--- config.mk ---
export PLATFORM = sky130hd
export DESIGN_NAME = equiv_monitor
export DESIGN_NICKNAME = d
export VERILOG_FILES = /design/src/rtl/equiv_monitor.sv
export SDC_FILE = /design/constraint.sdc
export NUM_CORES = 1
export LEC_CHECK = 0
export CORE_AREA = 2 2 239 241
export CTS_BUF_LIST = sky130_fd_sc_hd__clkbuf_4
export CTS_CLUSTER_SIZE = 8
export DETAILED_ROUTE_END_ITERATION = 8
export DIE_AREA = 0 0 241 243
export SKIP_CTS_REPAIR_TIMING = 1
export SLEW_MARGIN = 40
export SYNTH_ARGS = -nofsm -noshare
export SYNTH_HDL_FRONTEND = slang
export SYNTH_SLANG_ARGS = --single-unit
export TNS_END_PERCENT = 30
--- constraint.sdc ---
create_clock -name clk -period 3.2 [get_ports clk]
set_input_delay 0.48 -clock clk [delete_from_list [all_inputs] [get_ports clk]]
set_output_delay 0.48 -clock clk [all_outputs]
set_load 0.02 [all_outputs]
--- src/rtl/equiv_monitor.sv ---
// equiv_monitor
//   Compares the outputs of a pre-synthesis design (y_gold) and its
//   synthesized counterpart (y_test) over one run of valid samples. A run
//   begins with a start pulse. The first WARMUP valid samples are skipped.
//   The next NUM_SAMPLES valid samples are compared. The monitor then parks
//   in DONE and holds its results until the next start.
//
//   Optional feature: define EQUIV_MONITOR_MISR_EN to add a 32-bit MISR
//   signature over every compared y_gold sample.
//
// Ports
//   clk            in   rising-edge clock
//   rst            in   synchronous active-high reset
//   start          in   one-cycle pulse that begins a run (ignored while busy)
//   in_valid       in   y_gold/y_test hold a comparable sample this cycle
//   y_gold         in   [WIDTH-1:0] reference output
//   y_test         in   [WIDTH-1:0] output under test
//   busy           out  run in progress (WARMUP or RUN)
//   done           out  run finished, results valid
//   pass           out  done and no mismatches
//   mismatch_cnt   out  [CNT_W-1:0] saturating count of mismatching samples
//   first_fail_idx out  [CNT_W-1:0] compared-sample index of first mismatch
//   first_fail_bit out  [$clog2(WIDTH)-1:0] lowest differing bit of first mismatch
//   signature      out  [31:0] MISR signature (EQUIV_MONITOR_MISR_EN only)
module equiv_monitor #(
  parameter int WIDTH       = 284,
  parameter int WARMUP      = 4,
  parameter int NUM_SAMPLES = 1024,
  parameter int CNT_W       = 16
) (
  input  logic                                clk,
  input  logic                                rst,
  input  logic                                start,
  input  logic                                in_valid,
  input  logic [WIDTH-1:0]                    y_gold,
  input  logic [WIDTH-1:0]                    y_test,
  output logic                                busy,
  output logic                                done,
  output logic                                pass,
  output logic [CNT_W-1:0]                    mismatch_cnt,
  output logic [CNT_W-1:0]                    first_fail_idx,
  output logic [((WIDTH > 1) ? $clog2(WIDTH) : 1)-1:0] first_fail_bit
`ifdef EQUIV_MONITOR_MISR_EN
  ,
  output logic [31:0]                         signature
`endif
);

  localparam int FB_W  = (WIDTH > 1) ? $clog2(WIDTH) : 1;
  // Sample and warm-up counters are sized from their own limits, not CNT_W,
  // so a narrow CNT_W only limits the reported values, never the run length.
  localparam int SMP_W = $clog2(NUM_SAMPLES + 1);
  localparam int WRM_W = $clog2(WARMUP + 2);

  localparam logic [SMP_W-1:0] SMP_LAST = SMP_W'(NUM_SAMPLES - 1);
  localparam logic [WRM_W-1:0] WRM_LAST = WRM_W'((WARMUP > 0) ? WARMUP - 1 : 0);

  localparam logic [1:0] ST_IDLE   = 2'd0;
  localparam logic [1:0] ST_WARMUP = 2'd1;
  localparam logic [1:0] ST_RUN    = 2'd2;
  localparam logic [1:0] ST_DONE   = 2'd3;

  localparam logic [1:0] ST_FIRST  = (WARMUP == 0) ? ST_RUN : ST_WARMUP;

  logic [1:0]       state;
  logic [WRM_W-1:0] warm_cnt;
  logic [SMP_W-1:0] smp_idx;

  logic [WIDTH-1:0] diff_p0;
  logic             mism_p0;

  function automatic logic [CNT_W-1:0] sat_inc(input logic [CNT_W-1:0] v);
    return (v == {CNT_W{1'b1}}) ? v : v + 1'b1;
  endfunction

  // Scanning from the top down leaves the lowest set index in r.
  function automatic logic [FB_W-1:0] low_bit(input logic [WIDTH-1:0] d);
    logic [FB_W-1:0] r;
    r = '1;
    for (int i = WIDTH - 1; i >= 0; i--) begin
      if (d[i]) r = FB_W'(i);
    end
    return r;
  endfunction

`ifdef EQUIV_MONITOR_MISR_EN
  localparam int          NSL       = (WIDTH + 31) / 32;
  localparam logic [31:0] MISR_POLY = 32'h04C1_1DB7;
  localparam logic [31:0] MISR_SEED = 32'hFFFF_FFFF;

  function automatic logic [31:0] fold(input logic [WIDTH-1:0] v);
    logic [NSL*32-1:0] p;
    logic [31:0]       f;
    p = '0;
    p[WIDTH-1:0] = v;
    f = '0;
    for (int s = 0; s < NSL; s++) f = f ^ p[s*32 +: 32];
    return f;
  endfunction

  function automatic logic [31:0] misr_step(input logic [31:0] s, input logic [31:0] d);
    return {s[30:0], 1'b0} ^ (s[31] ? MISR_POLY : 32'h0) ^ d;
  endfunction
`endif

  // Stage p0: combinational compare of the current sample
  assign diff_p0 = y_gold ^ y_test;
  assign mism_p0 = |diff_p0;

  always_ff @(posedge clk) begin
    if (rst) begin
      state          <= ST_IDLE;
      warm_cnt       <= '0;
      smp_idx        <= '0;
      mismatch_cnt   <= '0;
      first_fail_idx <= '1;
      first_fail_bit <= '1;
`ifdef EQUIV_MONITOR_MISR_EN
      signature      <= MISR_SEED;
`endif
    end else begin
      case (state)
        ST_IDLE, ST_DONE: begin
          if (start) begin
            state          <= ST_FIRST;
            warm_cnt       <= '0;
            smp_idx        <= '0;
            mismatch_cnt   <= '0;
            first_fail_idx <= '1;
            first_fail_bit <= '1;
`ifdef EQUIV_MONITOR_MISR_EN
            signature      <= MISR_SEED;
`endif
          end
        end
        ST_WARMUP: begin
          if (in_valid) begin
            if (warm_cnt == WRM_LAST) state <= ST_RUN;
            else                      warm_cnt <= warm_cnt + 1'b1;
          end
        end
        ST_RUN: begin
          if (in_valid) begin
            if (mism_p0) begin
              mismatch_cnt <= sat_inc(mismatch_cnt);
              // Saturation never returns the count to zero, so zero marks
              // the first mismatch of the run.
              if (mismatch_cnt == '0) begin
                first_fail_idx <= CNT_W'(smp_idx);
                first_fail_bit <= low_bit(diff_p0);
              end
            end
`ifdef EQUIV_MONITOR_MISR_EN
            signature <= misr_step(signature, fold(y_gold));
`endif
            if (smp_idx == SMP_LAST) state <= ST_DONE;
            else                     smp_idx <= smp_idx + 1'b1;
          end
        end
        default: state <= ST_IDLE;
      endcase
    end
  end

  // Stage p1: status decoded from the registered state
  assign busy = (state == ST_WARMUP) || (state == ST_RUN);
  assign done = (state == ST_DONE);
  assign pass = done && (mismatch_cnt == '0);

endmodule
# Yosys cells after proc, flatten, opt, wreduce, memory -nomap -nowiden

Index checks and enable logic that the tools add are counted.

Output and inout bits: 44
Latch bits: 0
Memories kept: 0
Memory bits (writable): 0
ROM bits: 0
Flip-flop bits (word level): 57
Word-level logic and storage cells: 352

$mul: 0
Div/mod/pow operators: 0
Reduce and logical (&&, ||, !) cells: 13
Magnitude comparators: 0
Shifts and indexed selects: 0
Mux-type cells: 313
$add $sub $neg: 3
Bitwise logic cells: 1
Equality and inequality tests: 16

Operator list:

| cell                                                  | count |
|---|---|
| two-way mux 9 bit                                     | 287 |
| OR reduction 284 bit                                  | 1 |
| XOR 284 bit                                           | 1 |
| two-way mux 16 bit                                    | 8 |
| case mux 16 bit (2 select lines)                      | 2 |
| two-way mux 11 bit                                    | 3 |
| case mux 11 bit (2 select lines)                      | 1 |
| != test 2 bit, second input constant                  | 10 |
| case mux 9 bit (2 select lines)                       | 1 |
| adder 16 x 1 -> 16 bit, second input constant         | 1 |
| equality test 16 bit, second input constant           | 1 |
| zero test 16 bit                                      | 1 |
| AND reduction 5 bit                                   | 3 |
| adder 11 x 1 -> 11 bit, second input constant         | 1 |
| equality test 11 x 10 -> 1 bit, second input constant | 1 |
| two-way mux 2 bit                                     | 5 |
| two-way mux 3 bit                                     | 3 |
| two-way mux 8 bit                                     | 1 |
| AND reduction 4 bit                                   | 2 |
| case mux 2 bit (3 select lines)                       | 1 |
| case mux 3 bit (2 select lines)                       | 1 |
| equality test 2 bit, second input constant            | 2 |
| nonzero test 2 bit                                    | 2 |
| adder 3 x 1 -> 3 bit, second input constant           | 1 |
| other kinds (6)                                       | 6 |

# Logic depth before layout (Yosys ltp)

Word-level depth: 289
Gate-level depth with buffers: 11

# Worst setup path before layout

OpenSTA, ideal clock, no wires.

Path kind: input-to-reg
From: input y_test[133]
To: register first_fail_bit[8] in the netlist's numbering
Setup time: 129 ps
Arrival time: 2668 ps
Path buffers: 2
Stages: 11
Setup slack: 402 ps
Path through: xor2_1 > or4b_4 > nor4_2 > and4_1 > and4_1 > nand3_1 > nand2_2 > buf_6 > buf_12 > mux2i_1 > nand2_1

Word-level cells in the longest chain between the ends: 139

Ends and longest elaborated chain:

| element                           | RTL line | RTL |
|---|---|---|
| start, declared                   | 36       | `input logic [WIDTH-1:0] y_test,` |
| XOR 284 bit (*)                   | 107      | `assign diff_p0 = y_gold ^ y_test;` |
| two-way mux 9 bit (134 in series) | 81       | `if (d[i]) r = FB_W'(i);` |
| two-way mux 9 bit                 | 148      | `if (mismatch_cnt == '0) begin` |
| two-way mux 9 bit                 | 144      | `if (mism_p0) begin` |
| two-way mux 9 bit                 | 143      | `if (in_valid) begin` |
| case mux 9 bit (2 select lines)   | 122      | `case (state)` |
| end signal, assigned              | 150      | `first_fail_bit <= low_bit(diff_p0);` |
| end, declared                     | 42       | `output logic [((WIDTH > 1) ? $clog2(WIDTH) : 1)-1:0] first_fail_bit` |

Every way passes the cells marked *; elsewhere a longest branch is shown, timed or not. The select of a mux whose other input is x is not followed.
A chain may end at the register's enable or synchronous reset.

# Worst setup path after layout

From: input y_test[123]
To: register mismatch_cnt[9]

Word-level cells in the longest chain between the ends: 4

Ends and longest elaborated chain:

| element                              | RTL line | RTL |
|---|---|---|
| XOR 284 bit                          | 107      |  |
| OR reduction 284 bit                 | 108      | `assign mism_p0 = \|diff_p0;` |
| != test 2 bit (no source line)       | --       |  |
| AND reduction 5 bit (no source line) | --       |  |
| end signal, assigned                 | 145      | `mismatch_cnt <= sat_inc(mismatch_cnt);` |
| end, declared                        | 40       | `output logic [CNT_W-1:0] mismatch_cnt,` |

No other way between the ends.

==> results by group <==
Setup path
  – Critical path fanouts, max: 8
  – Setup Crit Path Kind: primary input to flip-flop
  – CP Launch Type: primary input
  – Worst Setup End Kind: flip-flop
  – Cell count of the worst reg-to-reg path: 11
  – Critical Path RT: 3.50 ns
  – Crit path DAT: roughly 3.4 ns

Die
  – Die Area: 58,600 sq um
  – Row count: 87
  – Core area: roughly 56,000 sq um
  – I/O pins: 616
  – Initial Util: between 10% and 20%
  – Die W: 241 um
  – Die Y: 243 um

Clock network
  – Clock slew seen by the registers of the worst setup and hold paths: 0.20 ns
  – H-tree depth: 2
  – Max Root-Sink Buffers: 2
  – Num CTS Buffers: 5
  – Root buffer cell: clkbuf_4
  – CTS tree: built
  – TritonCTS sink count: 53
  – Clk Latency, worst-skew pair: 0.42 ns

Layout
  – Area Overhead vs Synth: 116%
  – Layout Cells excl Fill: 3,048
  – Layout cells sized above 1: between 20% and 30%
  – Nets@finish: 2,868
  – Core Util, Final: 35.5%
  – Fillcell total: 5,855

Power and ir drop
  – Power consumption: between 5000 and 6000 uW
  – VDD IR max: ~250 uV
  – Leak pwr: between 0.007 and 0.008 uW
  – PD cells: 294 nW/um^2

Detailed routing
  – ANT nets after route: 0
  – 1st-pass router iterations: 7
  – Routed wire length: 54,100 um
  – Via count: approximately 13,000
  – Remaining DRCs: 0
  – Per-cell routed wire length: ~18 um
  – Via density: around 4.4
  – Drt first-iter violations: between 300 and 400

Logic synthesis
  – Synth async-reset ratio: 0%
  – EDFF count, synth: 0
  – Post-Syn Nets: 1,813
  – Top post-synthesis cells by area: xnor2_1 (18%), xor2_1 (16%), dfxtp_1 (12%), nor2_1 (4.9%), nand2_1 (3.8%)
  – Yosys reg bits: between 50 and 60
  – Synth Instances: 1,232
  – Syn_area_per_cell: ~7.5 sq um
  – Leading area contributor after synthesis: xnor2_1
  – Register area share after synthesis: between 10% and 20%
  – Top_reg_cell synth: dfxtp_1
  – Synth unique cells: 75
  – Yosys warning total: 0
  – Mapped Area: just over 9000 sq um
  – Yosys top cell area share: 17.7%

Job
  – Max-cap violations: 0

Timing
  – Min Tclk post-route: 3.08 ns
  – Final hold violations: 0
  – Final Max Tran Viols: 0
  – Final setup vio count: 0
  – Slack of the critical path: ~0.12 ns
  – Slew HR: between 50 and 60%
  – TNS Setup: 0 ns
  – Clk_skew: ~0.027 ns
  – Worst-margin pin slew: 0.652 ns
  – Period utilization: between 90% and 100%
  – Fmax achieved: approximately 0.32 GHz

Global routing
  – Vias in the first global route: between 10,000 and 15,000
  – Largest net degree at the start of global routing: 29
  – Initial antenna violation count: 4
  – First-pass GRT wire length: approximately 79,000 um
  – GRT overflow: 0
  – Total GRT Usage: around 18%

Placed design
  – Cell total after placement: about 3,000
  – Port buffer count: roughly 620
  – Placer Congestion: around 0.95
  – Final HPWL DP: around 50,000 um
  – Setup slack at placement: -0.520 ns

Worst hold path
  – Hold Path Stages: 2
  – Worst hold-check path type: flip-flop to flip-flop

Run status
  – Status: finished clean
## placed cells by master, fill, tap and decap left out, types with 13 or more instances in the layout
master,netlist,layout
a211oi_1,25,23
a21oi_1,54,54
a31oi_1,13,13
and4_1,16,13
buf_4,5,444
clkdlybuf4s50_1,0,610
dfxtp_1,53,53
inv_1,23,23
mux2i_1,13,13
nand2_1,93,93
nand2b_1,18,18
nand3_1,39,39
nand4_1,46,46
nor2_1,119,119
nor3_1,29,28
nor4_1,35,25
o2111ai_1,19,19
o211ai_1,21,21
o21ai_0,56,56
xnor2_1,186,182
xor2_1,173,170
## registers in the layout, indices dropped and copies added, names as in the netlist
register        flops
first_fail_bit      9
smp_idx            11
mismatch_cnt       16
warm_cnt            3
first_fail_idx     12
state               2
## synth_stat cells, drive strengths merged (4+ instances only)
cell,instances
nor2b,12
a21o,6
nand2b,18
nor4,42
dfxtp,53
or2,8
a2111oi,13
a21boi,6
o2111ai,19
a41oi,4
a21oi,54
xnor2,187
buf,10
clkbuf,5
xor2,173
o311ai,5
a2111o,5
nand4b,6
nor2,119
o211ai,21
and2,9
and4,16
a211oi,25
or3,9
o21ai,58
a31oi,13
and4b,4
or4,13
and3,4
inv,23
o31ai,9
a211o,8
mux2i,13
nand4,46
nand2,94
ha,9
nand3,39
o21bai,6
nor3,33
## per-stage QoR
step | instance area (sq um) | hold slack [ns]
2_1_floorplan | 9200 | 0.446
3_5_place_dp | 19500 | 0.465
4_1_cts | 19600 | 0.488
3_3_place_gp | 19500 | 0.454
6_report | 19900 | 0.483
5_1_grt | 19900 | 0.527
## critical path, cell delays in order
cell             delay (ns)
clkdlybuf4s50_1        0.41
xnor2_1                0.39
buf_4                  0.19
and4_1                 0.22
nand4b_1               0.17
nor4_2                 0.34
buf_4                  0.19
and4_4                 0.23
a311o_1                0.24
buf_12                 0.14
buf_8                  0.12
nor3_2                 0.05
xnor2_1                0.16
nor2_1                 0.05
## layout make-up
class                   count  area (sq um)  area share, %
diodes                      4          10.0         0.0504
clock buffers               5          37.5          0.189
clock inverters             3          28.8          0.145
inverters                  23          86.3          0.434
multi-input cells        1141          8130           40.9
flip-flops and latches     53          1060           5.34
well taps                 756           946           4.76
repair buffers           1063          9580           48.2
## per-layer routing
| layer | track usage, % | part of all wire [%] |
|---|---|---|
| met4 | 4.76 | 2.4 |
| met1 | 19.6 | 40 |
| met2 | 34.0 | 52 |
| met5 | 0 | 0 |
| met3 | 2.80 | 5.9 |
## worst paths after layout
path,slack (ns),end,start
hold / removal,0.48,warm_cnt[2],warm_cnt[2]
setup / recovery,0.12,mismatch_cnt[9],y_test[123]
setup reg to reg,0.62,mismatch_cnt[9],mismatch_cnt[6]
hold reg to reg,0.48,warm_cnt[2],warm_cnt[2]
## where the power goes
part | switching (uW) | internal, uW
clock | 264 | 97.6
sequential | 130 | 822
combinational | 2090 | 2430
## cells by family after synthesis
group	share of synthesized area [%]
compound gates	20.6
mux	1.41
simple gates	28.6
buf+inv	2.28
fa+ha+maj	1.22
xor+xnor	34.3
flops	11.5
No activity file was read; power rests on OpenSTA's default activity.
